==> src/rtl/serial_adder_ctrl_pkg.sv <==
// Shared definitions for the bit-serial adder controller.
//   DEFAULT_WIDTH : operand/sum width used when the top is not overridden
//   state_t       : controller state encoding (IDLE / RUN / DONE, 2-bit binary)
package serial_adder_ctrl_pkg;

  localparam int DEFAULT_WIDTH = 8;

  typedef enum logic [1:0] {
    ST_IDLE = 2'd0,
    ST_RUN  = 2'd1,
    ST_DONE = 2'd2
  } state_t;

endpackage

==> src/rtl/serial_adder_ctrl_full_adder.sv <==
// One-bit full adder cell, the only arithmetic element of the serial adder.
//   x, y : addend bits
//   cin  : carry in
//   s    : sum bit
//   cout : carry out
module full_adder (
  input  logic x,
  input  logic y,
  input  logic cin,
  output logic s,
  output logic cout
);

  assign s    = x ^ y ^ cin;
  assign cout = (x & y) | (cin & (x ^ y));

endmodule

==> src/rtl/serial_adder_ctrl.sv <==
// Bit-serial adder controller: adds a + b + cin LSB-first, one bit per clock,
// through a single full_adder cell.
//   clk, rst_n : rising-edge clock, asynchronous active-low reset
//   start      : begin an addition (accepted in IDLE or DONE)
//   a, b, cin  : operands, captured when start is accepted
//   busy       : high while bits are being processed (RUN)
//   done       : one-cycle pulse, sum/cout valid
//   sum, cout  : result, held from done until the next accepted start
module serial_adder_ctrl
  import serial_adder_ctrl_pkg::*;
#(
  parameter int WIDTH = DEFAULT_WIDTH
) (
  input  logic             clk,
  input  logic             rst_n,
  input  logic             start,
  input  logic [WIDTH-1:0] a,
  input  logic [WIDTH-1:0] b,
  input  logic             cin,
  output logic             busy,
  output logic             done,
  output logic [WIDTH-1:0] sum,
  output logic             cout
);

  localparam int CW = $clog2(WIDTH + 1);
  localparam logic [CW-1:0] LAST_BIT = CW'(WIDTH - 1);

  state_t           state;
  state_t           next_state;
  logic [WIDTH-1:0] a_sh;
  logic [WIDTH-1:0] b_sh;
  logic [WIDTH-1:0] sum_r;
  logic [WIDTH-1:0] sum_next;
  logic             carry;
  logic             cout_r;
  logic [CW-1:0]    cnt;
  logic             fa_s;
  logic             fa_cout;
  logic             accept;
  logic             last_bit;

  // A start is only honoured when no addition is in flight; DONE accepts it
  // too so back-to-back operations run without an idle bubble.
  assign accept   = start && ((state == ST_IDLE) || (state == ST_DONE));
  assign last_bit = (state == ST_RUN) && (cnt == LAST_BIT);

  full_adder u_fa (
    .x    (a_sh[0]),
    .y    (b_sh[0]),
    .cin  (carry),
    .s    (fa_s),
    .cout (fa_cout)
  );

  // State register.
  always_ff @(posedge clk or negedge rst_n) begin
    if (!rst_n) state <= ST_IDLE;
    else        state <= next_state;
  end

  // Next-state logic: RUN lasts exactly WIDTH edges, DONE lasts one cycle.
  always_comb begin
    next_state = state;
    case (state)
      ST_IDLE: if (start) next_state = ST_RUN;
      ST_RUN:  if (cnt == LAST_BIT) next_state = ST_DONE;
      ST_DONE: next_state = start ? ST_RUN : ST_IDLE;
      default: next_state = ST_IDLE;
    endcase
  end

  // Outputs decoded directly from the state.
  always_comb begin
    busy = (state == ST_RUN);
    done = (state == ST_DONE);
  end

  // New sum bit enters at the MSB so that after WIDTH shifts the LSB-first
  // stream lands in natural bit order. Written as shift-then-overwrite so it
  // also elaborates cleanly for WIDTH = 1.
  always_comb begin
    sum_next            = sum_r >> 1;
    sum_next[WIDTH-1]   = fa_s;
  end

  // Datapath: load operands on an accepted start, otherwise step one bit per
  // RUN edge. sum/cout are left alone outside RUN so the result stays stable.
  always_ff @(posedge clk or negedge rst_n) begin
    if (!rst_n) begin
      a_sh   <= '0;
      b_sh   <= '0;
      carry  <= 1'b0;
      cnt    <= '0;
      sum_r  <= '0;
      cout_r <= 1'b0;
    end else if (accept) begin
      a_sh  <= a;
      b_sh  <= b;
      carry <= cin;
      cnt   <= '0;
    end else if (state == ST_RUN) begin
      a_sh  <= a_sh >> 1;
      b_sh  <= b_sh >> 1;
      carry <= fa_cout;
      cnt   <= cnt + CW'(1);
      sum_r <= sum_next;
      if (last_bit) cout_r <= fa_cout;
    end
  end

  assign sum  = sum_r;
  assign cout = cout_r;

endmodule

==> config.mk <==
export PLATFORM = sky130hd
export DESIGN_NAME = serial_adder_ctrl
export DESIGN_NICKNAME = d
export VERILOG_FILES = /design/src/rtl/serial_adder_ctrl_pkg.sv /design/src/rtl/serial_adder_ctrl_full_adder.sv /design/src/rtl/serial_adder_ctrl.sv
export SDC_FILE = /design/constraint.sdc
export NUM_CORES = 1
export LEC_CHECK = 0
export ABC_AREA = 1
export BUFFER_PORTS_ARGS = -buffer_cell sky130_fd_sc_hd__buf_2
export CAP_MARGIN = 15
export CELL_PAD_IN_SITES_DETAIL_PLACEMENT = 1
export CELL_PAD_IN_SITES_GLOBAL_PLACEMENT = 1
export CORE_MARGIN = 2
export CORE_UTILIZATION = 42
export DETAILED_ROUTE_END_ITERATION = 16
export GPL_TIMING_DRIVEN = 0
export HOLD_SLACK_MARGIN = 0.1
export PLACE_DENSITY = 0.79
export SETUP_SLACK_MARGIN = 0.05
export SLEW_MARGIN = 10
export SYNTH_ARGS = -nofsm -noshare
export SYNTH_HDL_FRONTEND = slang
export SYNTH_SLANG_ARGS = --single-unit
==> constraint.sdc <==
create_clock -name clk -period 3.1 [get_ports clk]
set_clock_uncertainty 0.05 [all_clocks]
set_input_delay 0.775 -clock clk [delete_from_list [all_inputs] [get_ports clk]]
set_output_delay 0.775 -clock clk [all_outputs]
set_load 0.01 [all_outputs]
==> impl_metrics.tcl <==
set metrics [dict create \
    viasPerCell 4.72 \
    cts_tree "done" \
    seq_area_um2 801 \
    end_kind "output port" \
    area_growth_pct 17.6 \
    max_clock_freq_mhz 449 \
    multiInputGateArea_um2 547 \
    syn_avg_cell_area_um2 7.72 \
    cts_setup_buffers 0 \
    fp.dieH_um 64.0 \
    wl_per_cell_um 12.5 \
    antenna_found_initial 0 \
    grt_pass1_wl_mm 6.40 \
    clock_power_share_pct 14.2 \
    seq_power_share_pct 41.3 \
    grt_pass1_vias 1431 \
    hold_viol 0 \
    initial_core_util_pct 44.6 \
    rsz0062_at_grt "false" \
    fp.coreArea_um2 3390 \
    finalPower_mw 1.74 \
    grt_use_total_pct 20.3 \
    busiest_layer "met2" \
    fp.dieArea_um2 4100 \
    ys_types 18 \
    yosysWarnings 0 \
    slew_viol_final 0 \
    firstDrtPassIters 4 \
    min_period_over_period_pct 71.8 \
    final.fill_count 458 \
    relSlewSlack_pct 52.5 \
    num_vias 1322 \
    rows 21 \
    synth_seq_cells 32 \
    grt_use_met1_pct 25.1 \
    mostFrequentLayoutCell "nand2_1" \
    cts_hold_buf 0 \
    io_buffers 30 \
    fp.dieW_um 64.0 \
    clockRootBuffer "clkbuf_4" \
    ant_nets 0 \
    clk_pin_slew_ns 0.10 \
    clock_path_buffers 2 \
    hpwl_mm 2.59 \
    synthCells 196 \
    htreeDepth 2 \
    reg2reg_from "state[0]" \
    overflow 0 \
    rrSetupSlack_ns 1.61 \
    worstPathRequired_ns 2.27 \
    gp_congestion 0.727 \
    cellLeakagePower_nw 1.05 \
    final_cell_mix "nand2_1, dfrtp_1, buf_2" \
    finalSetupViolations 0 \
    hp-class "in -> async" \
    arrival_ns 1.40 \
    use_met2_pct 35.0 \
    cap_violations 0 \
    worst_pin_slew_ns 0.712 \
    nets 255 \
    p_switching_uw 738 \
    cts.sinks 32 \
    status "complete, no violations" \
    cellInternalPower_uw 998 \
    grt_max_degree 33 \
    cts_resized 0 \
    use_met3_pct 3.87 \
    layoutNonFillerInstCount 280 \
    dp.cells 272 \
    n_antenna_cell 0 \
    pwr-share-comb_pct 44.4 \
    worst-r2r-cell-count 5 \
    drtIter0Drc 38 \
    swShare_pct 42.5 \
    wirelength_mm 3.50 \
    r2r-end "a_sh[6]" \
    syn_area_um2 1510 \
    yosys.area.top_type "dfrtp_1" \
    fin_crit_ns 2.23 \
    drive_above_1_share_pct 20.5 \
    numCtsBuffers 5 \
    worst-path-max-fanout 10 \
    netlist_top_cells_area "dfrtp_1, nand2_1, inv_1, nand3_1, o21ai_0" \
    vdd_drop_max_mv 0.351 \
    post-route-drc-count 0 \
    insertion_delay_ns 0.33 \
    ios 31 \
    ys_seq_area_share_pct 52.9 \
    fin_setup_tns_ns 0 \
    power_density_nw_per_um2 976 \
    synth_nets 218 \
    crit_type "reg -> out" \
    cp-start-kind "flip-flop" \
    synth_top_area_share_pct 52.9 \
]
cell type report:
type	count	share of cell area, %
timing repair buffer	30	8.44
sequential	32	45.0
inverter	33	7.10
tap	46	3.23
multi-input combinational	125	30.7
clock buffer	8	3.31
buffer	6	2.18
per-stage QoR:
stage / worst slack [ns] / util [%] / area [um^2] / hold slack, ns
finish: 0.874 / 52.5 / 1780 / 0.436
floorplan: 1.49 / - / 1510 / 0.392
detailed placement: 1.12 / 50.8 / 1720 / 0.417
global route: 0.754 / 52.5 / 1780 / 0.472
global placement: 1.19 / 50.8 / 1720 / 0.405
CTS: 0.856 / 52.5 / 1780 / 0.440
Yosys cell counts (all sizes together):
master / instances
nand2: 91
inv: 33
dfrtp: 32
o21ai: 13
nand3: 12
nor2: 6
buf: 5
a21oi: 1
clkbuf: 1
fa: 1
ha: 1
how the worst max path moves through the flow:
| stage | start | end | slack [ns] | cells past startpoint |
|---|---|---|---|---|
| 2_1_floorplan | state[0] | busy | 1.49 | 3 |
| 3_3_place_gp | start | a_sh[6] | 1.19 | 7 |
| 3_5_place_dp | start | a_sh[6] | 1.12 | 7 |
| 4_1_cts | state[0] | busy | 0.86 | 4 |
| 5_1_grt | state[1] | busy | 0.75 | 5 |
| 6_report | state[0] | busy | 0.87 | 4 |
cell families (layout without fill, tap and decap cells):
family	Yosys count	in the layout	share of synthesized area, %
AOI/OAI and AO/OA	14	14	4.63
adders and majority gates	2	2	2.15
buffers and inverters	39	77	10.9
DFF	32	32	52.9
and+or+nand+nor	109	109	29.4
routing by layer:
metal / part of all wire (%) / vias up
met5: 0 / -
met4: 1.8 / 0
met3: 3.8 / 7
met2: 50 / 30
met1: 45 / 630
li1: - / 655
critical path, cell delays in order (launching register included):
cell     delay (ns)
dfrtp_1        0.44
nand2_2        0.14
inv_2          0.16
buf_4          0.19
buf_2          0.14
state kept, by name, indices dropped and copies added, names as in the netlist:
name   count
sum        8
cnt        4
cout       1
carry      1
b_sh       8
a_sh       8
state      2
power by group through the flow:
stage / logic [mW] / registers, mW / clock network (mW)
2_1_floorplan: 0.520 / 0.729 / 0
3_3_place_gp: 0.733 / 0.716 / 0
3_5_place_dp: 0.783 / 0.729 / 0
4_1_cts: 0.794 / 0.721 / 0.254
5_1_grt: 0.910 / 0.748 / 0.270
6_report: 0.772 / 0.718 / 0.247
No activity file was read; power rests on OpenSTA's default activity.
